**src/rtl/sonar_ping_sequencer.sv**
```systemverilog
// Ultrasonic ping sequencer: 40 kHz transmit burst, receiver blanking, dual echo
// time-stamping, and hand-off of both times of flight to the math unit.
module sonar_ping_sequencer #(
    parameter int unsigned HALF_PERIOD    = 625,
    parameter int unsigned BURST_CYCLES   = 8,
    parameter int unsigned BLANK_CYCLES   = 25000,
    parameter int unsigned TIMEOUT_CYCLES = 1500000,
    parameter int unsigned TOF_W          = 24
) (
    input  logic             clk,
    input  logic             reset,
    input  logic             start,
    input  logic             auto_en,
    input  logic [31:0]      period_cycles,
    input  logic             tripone,
    input  logic             triptwo,
    input  logic             math_done,
    output logic             tx_out,
    output logic             math_start,
    output logic [TOF_W-1:0] tof_one,
    output logic [TOF_W-1:0] tof_two,
    output logic [1:0]       timeout_flags,
    output logic             valid,
    output logic             busy,
    output logic [2:0]       dbg_state
);

    localparam int unsigned      BL          = 2 * BURST_CYCLES * HALF_PERIOD;
    localparam int unsigned      HP_W        = (HALF_PERIOD > 1) ? $clog2(HALF_PERIOD) : 1;
    localparam logic [HP_W-1:0]  HP_LAST     = HP_W'(HALF_PERIOD - 1);
    localparam logic [TOF_W-1:0] BURST_LAST  = TOF_W'(BL - 1);
    localparam logic [TOF_W-1:0] BLANK_LAST  = TOF_W'(BL + BLANK_CYCLES - 1);
    localparam logic [TOF_W-1:0] TIMEOUT_VAL = TOF_W'(TIMEOUT_CYCLES);
    localparam logic [TOF_W-1:0] TOF_MAX     = {TOF_W{1'b1}};

    typedef enum logic [2:0] {IDLE, BURST, BLANK, LISTEN, COMPUTE, HOLDOFF} state_t;

    state_t           state;
    state_t           state_next;
    logic [TOF_W-1:0] tof_cnt;
    logic [31:0]      period_cnt;
    logic [HP_W-1:0]  hp_cnt;
    logic             tx_level;
    logic [1:0]       sync_one;
    logic [1:0]       sync_two;
    logic             one_d;
    logic             two_d;
    logic             got_one;
    logic             got_two;
    logic             rise_one;
    logic             rise_two;
    logic             cap_one;
    logic             cap_two;
    logic             enter_burst;
    logic             enter_compute;
    logic             timeout_hit;
    logic             compute_done;
    logic             period_reached;
    logic             counting;

    // Edge detectors run in every state, so a level already high on entering LISTEN is not an edge.
    assign rise_one       = sync_one[1] & ~one_d;
    assign rise_two       = sync_two[1] & ~two_d;
    assign period_reached = ({1'b0, period_cnt} + 33'd1) >= {1'b0, period_cycles};
    assign counting       = (state == BURST) || (state == BLANK) || (state == LISTEN);

    assign tx_out    = (state == BURST) & tx_level;
    assign busy      = (state != IDLE);
    assign dbg_state = state;

    // Math handshake: math_start is a one-cycle request issued on COMPUTE entry; math_done
    // is a level sampled only while in COMPUTE (no backpressure, ignored in all other states).
    always_comb begin
        state_next    = state;
        enter_burst   = 1'b0;
        enter_compute = 1'b0;
        timeout_hit   = 1'b0;
        compute_done  = 1'b0;
        cap_one       = 1'b0;
        cap_two       = 1'b0;
        case (state)
            IDLE: begin
                if (start || auto_en) begin
                    state_next  = BURST;
                    enter_burst = 1'b1;
                end
            end
            BURST: begin
                if (tof_cnt == BURST_LAST) state_next = BLANK;
            end
            BLANK: begin
                if (tof_cnt == BLANK_LAST) state_next = LISTEN;
            end
            LISTEN: begin
                cap_one = rise_one & ~got_one;
                cap_two = rise_two & ~got_two;
                if ((got_one | cap_one) && (got_two | cap_two)) begin
                    state_next    = COMPUTE;
                    enter_compute = 1'b1;
                end else if (tof_cnt >= TIMEOUT_VAL) begin
                    state_next  = HOLDOFF;
                    timeout_hit = 1'b1;
                end
            end
            COMPUTE: begin
                if (math_done) begin
                    state_next   = HOLDOFF;
                    compute_done = 1'b1;
                end
            end
            HOLDOFF: begin
                if (!auto_en) begin
                    state_next = IDLE;
                end else if (period_reached) begin
                    state_next  = BURST;
                    enter_burst = 1'b1;
                end
            end
            default: state_next = IDLE;
        endcase
    end

    always_ff @(posedge clk or posedge reset) begin
        if (reset) state <= IDLE;
        else       state <= state_next;
    end

    always_ff @(posedge clk or posedge reset) begin
        if (reset) begin
            tof_cnt       <= '0;
            period_cnt    <= '0;
            hp_cnt        <= '0;
            tx_level      <= 1'b0;
            sync_one      <= '0;
            sync_two      <= '0;
            one_d         <= 1'b0;
            two_d         <= 1'b0;
            got_one       <= 1'b0;
            got_two       <= 1'b0;
            tof_one       <= '0;
            tof_two       <= '0;
            timeout_flags <= '0;
            math_start    <= 1'b0;
            valid         <= 1'b0;
        end else begin
            sync_one   <= {sync_one[0], tripone};
            sync_two   <= {sync_two[0], triptwo};
            one_d      <= sync_one[1];
            two_d      <= sync_two[1];
            math_start <= enter_compute;
            valid      <= compute_done | timeout_hit;

            if (enter_burst) begin
                tof_cnt       <= '0;
                period_cnt    <= '0;
                hp_cnt        <= '0;
                tx_level      <= 1'b1;
                got_one       <= 1'b0;
                got_two       <= 1'b0;
                timeout_flags <= '0;
            end else begin
                if (period_cnt != 32'hFFFF_FFFF) period_cnt <= period_cnt + 32'd1;
                if (counting && (tof_cnt != TOF_MAX)) tof_cnt <= tof_cnt + TOF_W'(1);
                if (state == BURST) begin
                    if (hp_cnt == HP_LAST) begin
                        hp_cnt   <= '0;
                        tx_level <= ~tx_level;
                    end else begin
                        hp_cnt <= hp_cnt + HP_W'(1);
                    end
                end
            end

            if (cap_one) begin
                tof_one <= tof_cnt;
                got_one <= 1'b1;
            end
            if (cap_two) begin
                tof_two <= tof_cnt;
                got_two <= 1'b1;
            end
            // A capture in the timeout cycle wins over the miss flag for that receiver.
            if (timeout_hit) begin
                if (!(got_one | cap_one)) begin
                    tof_one          <= '0;
                    timeout_flags[0] <= 1'b1;
                end
                if (!(got_two | cap_two)) begin
                    tof_two          <= '0;
                    timeout_flags[1] <= 1'b1;
                end
            end
        end
    end

endmodule

```
**config.mk**
```make
export PLATFORM = sky130hd
export DESIGN_NAME = sonar_ping_sequencer
export DESIGN_NICKNAME = d
export VERILOG_FILES = /design/src/rtl/sonar_ping_sequencer.sv
export SDC_FILE = /design/constraint.sdc
export NUM_CORES = 1
export LEC_CHECK = 0
export ABC_AREA = 1
export CAP_MARGIN = 20
export CORE_ASPECT_RATIO = 0.6
export CORE_MARGIN = 2
export CORE_UTILIZATION = 25
export DETAILED_ROUTE_END_ITERATION = 8
export GPL_TIMING_DRIVEN = 0
export HOLD_SLACK_MARGIN = 0.1
export PLACE_DENSITY = 0.45
export SYNTH_ARGS = -nofsm -noshare
export SYNTH_HDL_FRONTEND = slang
export SYNTH_SLANG_ARGS = --single-unit
```
**constraint.sdc**
```tcl
create_clock -name clk -period 4.73 [get_ports clk]
set_input_delay 0.946 -clock clk [delete_from_list [all_inputs] [get_ports clk]]
set_output_delay 0.946 -clock clk [all_outputs]
set_load 0.05 [all_outputs]
```
; After elaboration in Yosys (flattened, before gate mapping)
; Cells that the tools add are included.
[word_totals]
wordCells = 113
ram_bits = 0
out_inout_bits = 57
mem_count = 0
latch_bits = 0
mem_bits_ro = 0
reg_bits = 130
input_bits = 39
[op_classes]
n_addsub = 4
n_mul = 0
shift = 0
n_bitwise = 15
n_eq_ne = 16
n_lt_le_gt_ge = 2
div_mod_pow = 0
reduce_logical = 15
muxes = 45
[op_table]
columns = operator, n
row1 = $mux 24, 8
row2 = $mux 32, 2
row3 = $add 32x1->33 const B, 1
row4 = $ge 33x32->1, 1
row5 = $add 32x1->32 const B, 1
row6 = $ne 32x32->1 const B, 1
row7 = $mux 10, 3
row8 = $add 24x1->24 const B, 1
row9 = $eq 24x14->1 const B, 1
row10 = $eq 24x16->1 const B, 1
row11 = $ge 24x21->1 const B, 1
row12 = $mux 3, 8
row13 = $ne 24x24->1 const B, 1
row14 = $mux 1, 20
row15 = $pmux 3 s6, 1
row16 = $reduce_bool 2->1, 6
row17 = $add 10x1->10 const B, 1
row18 = $eq 10x10->1 const B, 1
row19 = $eq 3x2->1 const B, 2
row20 = $eq 3x3->1 const B, 2
row21 = $reduce_and 6->1, 1
row22 = $and 1x1->1, 5
row23 = $not 1->1, 5
row24 = $or 1x1->1, 5
row25 = other kinds (12), 18

; Longest topological paths before layout
; Gate-level depths: netlist (run 1).
[depth]
ltp_word = 8
mapped_depth = 24

; Worst setup path before layout (run 1)
; OpenSTA, ideal clock, no wires.
[synth_path]
path_kind = register to register
start = reg period_cnt[0]
end = reg period_cnt[12]
setup_ps = 71
n_path_buf = 2
arrival_ps = 2810
setup_slack_ps = 1849
path_stages_with_launch = 22
cell_sequence = dfrtp_1 -> ha_1 -> nand2_1 -> nor2_2 -> nand2_1 -> nor2_1 -> nand2_1 -> nor2_1 -> xnor2_1 -> clkinv_1 -> ha_1 -> nand4_1 -> nor2_1 -> nand3_1 -> nand2_1 -> nor2_1 -> nand3_2 -> nand2_2 -> nand2_2 -> buf_6 -> buf_6 -> nor2_1
[synth_between]
elab_chain_len = 6
elab_cells_between_ends = 10
classes_between = 2 x add/sub / 1 x order compare / 1 x eq/ne / 5 x mux / 1 x reduce/logical
[synth_rtl]
columns = item, line_no
row1 = "start, declared", 41  ; logic [31:0] period_cnt;
row2 = "start signal, assigned", 162  ; if (period_cnt != 32'hFFFF_FFFF) period_cnt <= period_cnt + 32'd1;
row3 = $add 32x1->33, 64  ; assign period_reached = ({1'b0, period_cnt} + 33'd1) >= {1'b0, period_cycles};
row4 = $ge 33x32->1, 64
row5 = $mux 1, 114  ; end else if (period_reached) begin
row6 = $mux 1, 112  ; if (!auto_en) begin
row7 = $pmux 1 s2, 81  ; case (state)
row8 = $mux 32 or $reduce_bool 2->1 (tied branches), --
; Parallel ways exist; a longest one is shown, timed or not. The select of a mux whose other input is x is not followed.
; A chain may end at the register's enable or synchronous reset.

; Final worst setup path (run 1)
[layout_path]
start = reg period_cnt[0]
end = reg period_cnt[13]
; The elaborated chain is that of the path after synthesis.

==> impl_metrics.ini, run 1 <==
[placed_design]
port_buffers = 95
gp_congestion = 0.8864
post-place-ws_ns = 0.8588
dp_hpwl_mm = 18.86
placed_cell_area_um2 = 9104

[setup_path]
worst_setup_path_start_kind = flip-flop
path_class = reg2reg
crit_path_max_incr_delay_ns = 0.56
crit_buf_inv = 4
crit_required_ns = 5.06
cp_slowest_cell = dfrtp_1
crit_family = simple AND/OR/NAND/NOR gates
crit_arrival_ns = 4.26
ff2ff_setup_slack_ns = 0.79
crit_top_cell = nand2_1
cp_cell_sequence = ha_1 > nand2_1 > inv_1 > nand3_1 > nor3_1 > xnor2_1 > inv_1 > ha_1 > nand2_1 > nor2_1 > nand2_1 > nand2_1 > nand2_1 > nand2_1 > nand2_1 > nand3_2 > nand2_2 > nand2_2 > buf_6 > buf_6 > nor2_1
critPathCaptureType = flip-flop
crit_fanout = 10

[clock_tree]
hold_buffers = 0
cts_buffers = 17
cts_setup_buffers = 0
cts_tree = yes
cts_buffer_depth = 2
cts.sinks = 130
clock_latency_ns = 0.44
htreeDepth = 4
clkTransAtPathRegs_ns = 0.06
cts_root_buf = clkbuf_16
cts_resized = 0

[floorplan]
io_pins = 96
coreArea_um2 = 29920
die_w_um = 229.2
die_y_um = 139.1
dieArea_um2 = 31900
rows = 49
start_util = 0.2543

[grt]
grtUsageMet1 = 0.2622
grt_usage = 0.1563
grt_pass1_wl_mm = 37.86
grtUsageMet2 = 0.1877
busiest_layer = met1
grt_max_degree = 81
grt_pass1_vias = 6402
grt-ovfl-total = 0
antenna_found_initial = 0
met3_usage = 0.03783

[logic_synthesis]
synth_warnings = 0
seq_area_frac_synth = 0.4275
yosysUniqueCellTypes = 36
netlist_instances = 1040
synth_top_cell_area_share = 0.4275
synthArstFlopShare = 1.000
syn-cell-area_um2 = 7610
yosysTopAreaCell = dfrtp_1
ys_ff_latch = 130
synth_ff_type = dfrtp_1
synth_edf_count = 0
syn_avg_cell_area_um2 = 7.317
syn-num-nets = 1116
synth.top_cells.by_area = dfrtp_1 43%, nand2_1 11%, nor2_1 11%

[routing]
routedWlPerCell_um = 15.14
drt_iter0_drc = 623
routed_via_density = 4.317
drc = 0
ant_nets = 0
drt-pass1-iter-count = 5
vias = 6804
finalWirelength_mm = 23.87

[timing]
fin_crit_sh = 0.8322
setup-violations-final = 0
slew-limit-headroom = 0.6129
holdWs_ns = 0.3507
worst_slack_ns = 0.7937
skew_ns = 0.006035
finalHoldViolCount = 0
rsz0062_at_grt = false
fmax_mhz = 254.0
max_slew.worst_pin.slew_ns = 0.5745
min_period_ns = 3.936
final-max-slew-violation-count = 0

[cells_and_area]
multi_input_area_um2 = 3652
syn_to_final_growth_pct = 26.80
regArea_um2 = 3253
drive_above_1_share = 0.05223
num-nets-final = 1231
fillers = 3292
design_area_um2 = 9649
diodes = 0

[power]
pwr-share-seq = 0.456
swShare = 0.2464
p_int_w = 0.001843
powerDensity_nw_per_um2 = 253.4
pwr-share-comb = 0.035
p_leak_nw = 5.280
power_switching_w = 0.0006024
vdd_ir_drop_max_mv = 0.1923
pwr-share-clk = 0.509

[min_path]
hold_class = reg2reg

[status]
run_status = complete, no violations

[job]
drv_cap = 0
==> metal layers <==
metal | vias up | part of all wire | wire, µm
li1 | 3486 | - | -
met1 | 3147 | 0.57 | 13680
met2 | 153 | 0.36 | 8482
met3 | 18 | 0.062 | 1480
met4 | 0 | 0.0093 | 221
met5 | - | 0 | 0
==> sequential cells by signal, indices dropped and copies added (netlist names), 2 cells and up <==
register	flops
period_cnt	32
tof_cnt	24
tof_one	24
tof_two	24
hp_cnt	10
dbg_state	3
sync_one	2
sync_two	2
timeout_flags	2
==> worst paths after layout <==
kind	end	startpoint	cells past startpoint
max	period_cnt[13]	period_cnt[0]	21
min	sync_two[1]	sync_two[0]	0
max reg2reg	period_cnt[13]	period_cnt[0]	21
min reg2reg	sync_two[1]	sync_two[0]	0
max in group asynchronous	hp_cnt[6]	reset	3
min in group asynchronous	sync_one[0]	reset	2
==> power by group through the flow <==
stage	logic, W	clock network (W)	registers, W
after floorplan	0.0000374	0	0.00114
after global placement	0.0000845	0	0.00114
after detailed placement	0.0000885	0	0.00114
after CTS	0.0000892	0.00129	0.00112
after global routing	0.0000991	0.00133	0.00111
final	0.0000853	0.00124	0.00112
==> worst register-to-register path, delay by kind of cell (launching register included) <==
kind	cells	cell delay (ns)
xor gates and xnor gates	1	0.18
adders and majority gates	2	0.53
buffers and inverters	4	0.55
DFF	1	0.56
and+or+nand+nor	14	2.00
==> metrics by stage <==
step	setup TNS (ns)	total power (W)	util	instances
final	0	0.002445	0.3225	1576
after floorplan	0	0.001173	-	1040
after global placement	-269.25	0.001221	0.3032	1543
after CTS	0	0.002492	0.3225	1576
after detailed placement	0	0.001224	0.3043	1544
after global routing	0	0.002548	0.3225	1576
==> final cells by class <==
cell class / instances / area share
buffer: 25 / 0.01349
sequential: 130 / 0.3371
clock inverter: 14 / 0.01102
timing repair buffer: 96 / 0.1014
tap: 408 / 0.05290
inverter: 153 / 0.06004
multi-input combinational: 732 / 0.3785
clock buffer: 18 / 0.04551
==> Yosys cell counts, drive strengths merged (3+ instances only) <==
| library cell | count |
|---|---|
| nor3 | 20 |
| nand3 | 52 |
| buf | 16 |
| xor2 | 37 |
| nand2 | 230 |
| nand4 | 19 |
| ha | 37 |
| a21oi | 20 |
| nor2 | 224 |
| inv | 150 |
| xnor2 | 12 |
| nor4 | 6 |
| clkbuf | 9 |
| o21ai | 59 |
| dfrtp | 130 |
| clkinv | 3 |
==> kinds of logic (layout without fill, tap and decap cells) <==
kind of cell | count (synthesis) | count (layout) | synth area share
AND/OR/NAND/NOR | 558 | 558 | 0.3020
buffers and inverters | 178 | 306 | 0.09257
flip-flops | 130 | 130 | 0.4275
AO/OA/AOI/OAI | 88 | 88 | 0.06067
XOR/XNOR | 49 | 49 | 0.05640
adder cells (fa/ha/maj) | 37 | 37 | 0.06083
==> cells in the final DEF (no fill, tap or decap), types with 4 or more instances in the layout <==
master             n
inv_6              5
clkbuf_16         17
clkbuf_1           9
o21ai_0           57
nor2_1           221
nand4_1           19
xnor2_1           12
xor2_1            37
nand3_1           50
buf_2             11
nand2_1          228
clkdlybuf4s50_1   95
dfrtp_1          130
inv_2              4
a21oi_1           20
nor4_1             6
nor3_1            20
inv_1            145
ha_1              37
clkinvlp_4         6
(Power assumes the default switching activity.)
==> run 2: changes to the inputs <==
--- a/config.mk
+++ b/config.mk
@@ -13,7 +13,7 @@
 export DETAILED_ROUTE_END_ITERATION = 8
 export GPL_TIMING_DRIVEN = 0
 export HOLD_SLACK_MARGIN = 0.1
-export PLACE_DENSITY = 0.45
+export PLACE_DENSITY = 0.47
 export SYNTH_ARGS = -nofsm -noshare
 export SYNTH_HDL_FRONTEND = slang
 export SYNTH_SLANG_ARGS = --single-unit
==> constraint.sdc (replaced) <==
create_clock -name clk -period 3.35 [get_ports clk]
set_input_delay 0.67 -clock clk [delete_from_list [all_inputs] [get_ports clk]]
set_output_delay 0.67 -clock clk [all_outputs]
set_load 0.05 [all_outputs]
==> run 2 against run 1 <==
- setup slack worse by 0.63 ns
- maximum frequency up 24%
- wire length is 1.6% higher
- combinational power grew 48%
- critical endpoint is now period_cnt[7]
- largest power group unchanged
- via count rose by 2.4%
- hold slack lost 0.0014 ns
==> impl_metrics.ini, run 2 (synthesis results as in run 1) <==
[power]
pwr-share-seq = 0.451
powerDensity_nw_per_um2 = 345.7
power_switching_w = 0.0008332
pwr-share-clk = 0.512
swShare = 0.2388
p_int_w = 0.002657
pwr-share-comb = 0.036
p_leak_nw = 5.466
vdd_ir_drop_max_mv = 0.2866

[setup_path]
critPathCaptureType = flip-flop
crit_arrival_ns = 3.55
crit_required_ns = 3.71
ff2ff_setup_slack_ns = 0.17
path_class = reg2reg
r2r_cells = 23
r2r-start = period_cnt[0]
rr_endpoint = period_cnt[7]
worst_setup_path_start_kind = flip-flop
crit_fanout = 10

[floorplan]
rows = 49
die_w_um = 229.2
io_pins = 96
dieArea_um2 = 31900
die_y_um = 139.1
coreArea_um2 = 29920
start_util = 0.2543

[placed_design]
post-place-ws_ns = -0.5435
gp_congestion = 0.8836
port_buffers = 95
placed_cell_area_um2 = 9135
dp_hpwl_mm = 18.78

[cells_and_area]
utilization = 0.3374
fillers = 3288
largest_register_ffs = 32
final_common_cell = nand2_1
drive_above_1_share = 0.1006
num-nets-final = 1247
syn_to_final_growth_pct = 32.65
diodes = 0
design_area_um2 = 10090
largest-register = period_cnt
layout.cells.most_common_list = 221 x nand2_1, 206 x nor2_1, 145 x inv_1

[min_path]
hold_class = reg2reg
hold_start = sync_two[0]
holdPathStages = 0
min_to = sync_two[1]

[routing]
ant_nets = 0
drt-pass1-iter-count = 5
routed_via_density = 4.378
vias = 6966
drt_iter0_drc = 546
finalWirelength_mm = 24.24
drc = 0
routedWlPerCell_um = 15.24

[clock_tree]
cts_root_buf = clkbuf_16
cts.sinks = 130
clock_latency_ns = 0.44
cts_buffers = 17
cts_buffer_depth = 2
hold_buffers = 0
cts_tree = yes
clkTransAtPathRegs_ns = 0.06
htreeDepth = 4

[grt]
grt-ovfl-total = 0
antenna_found_initial = 0
grt_usage = 0.1531
grt_pass1_vias = 6371
grt_pass1_wl_mm = 37.00
grt_max_degree = 39

[status]
run_status = complete, no violations

[timing]
fin_crit_sh = 0.9503
finalSetupTns_ns = 0
min_period_ns = 3.184
fmax_mhz = 314.1
finalHoldViolCount = 0
max_slew.worst_pin.slew_ns = 1.062
final-max-slew-violation-count = 0
setup-violations-final = 0
slew-limit-headroom = 0.2846
skew_ns = 0.01145
worst_slack_ns = 0.1664

[job]
drv_cap = 0
-- run 2: cell count changes in the layout (fill, tap and decap cells not counted), moves of 6 or more --
cell / delta
nor2_4: +6
nor2_2: +9
xor2_2: +6
xor2_1: -6
buf_4: +15
nand2_1: -7
clkinv_4: +7
nor2_1: -15
-- run 2: power groups by stage --
stage	clock (W)	combinational [W]	sequential, W
6_report	0.00179	0.000126	0.00158
3_3_place_gp	0	0.000120	0.00160
2_1_floorplan	0	0.0000532	0.00160
4_1_cts	0.00183	0.000130	0.00158
5_1_grt	0.00190	0.000145	0.00157
3_5_place_dp	0	0.000129	0.00160
-- run 2: routing by layer --
layer / up-vias / share of wire / GRT usage / wire length (µm)
met4: 0 / 0.0057 / 0.02905 / 138
met1: 3281 / 0.57 / 0.2552 / 13820
met2: 181 / 0.37 / 0.1890 / 8872
met3: 12 / 0.058 / 0.03824 / 1409
met5: - / 0 / 0 / 0
li1: 3492 / - / - / -
-- run 2: how the worst max path moves through the flow --
stage | start | depth (start not counted) | end
4_1_cts | period_cnt[0] | 20 | period_cnt[19]
6_report | period_cnt[0] | 23 | period_cnt[7]
3_5_place_dp | period_cnt[0] | 20 | period_cnt[12]
5_1_grt | period_cnt[17] | 20 | period_cnt[6]
2_1_floorplan | period_cnt[0] | 21 | period_cnt[12]
3_3_place_gp | period_cnt[0] | 20 | period_cnt[16]
-- run 2: worst max-delay path: stages (launching register included) --
cell and delay [ns]:
dfrtp_2 0.45, ha_4 0.16, nand2_2 0.07, nor2_4 0.15, inv_2 0.06, nor2_4 0.15
nand4_1 0.17, xnor2_1 0.32, ha_1 0.32, nand2_1 0.07, nand2_1 0.04, nand2_1 0.05
nand2_1 0.04, nand2_1 0.05, nand2_1 0.05, nand2_1 0.06, nand2_2 0.09, nand2_2 0.10
nand3_2 0.09, nand2_4 0.12, nand2_8 0.08, buf_12 0.19, buf_6 0.14, nor2_1 0.09
-- run 2: what timing repair did --
item / 4_1_cts / 5_1_grt
endpoints found under the setup margin: 74 / 69
gates resized for setup: 19 / 46
gates cloned: 0 / 1
pin swaps: 4 / 15
setup buffers: 1 / 12
-- run 2: metrics by stage --
step	hold slack, ns	instances	total power [W]
floorplan	0.3312	1040	0.001657
global placement	0.3403	1543	0.001725
detailed placement	0.3355	1546	0.001733
CTS	0.3504	1578	0.003535
global route	0.3719	1591	0.003623
finish	0.3493	1591	0.003490
-- run 2: area by class of cell --
class,instances,area (µm²),share of cell area
Multi-Input combinational cell,732,3891,0.3855
Sequential cell,130,3257,0.3226
Timing Repair Buffer,112,1146,0.1135
Inverter,153,578.1,0.05726
Tap cell,408,510.5,0.05057
Clock buffer,17,425.4,0.04214
Buffer,25,152.6,0.01512
Clock inverter,14,133.9,0.01326
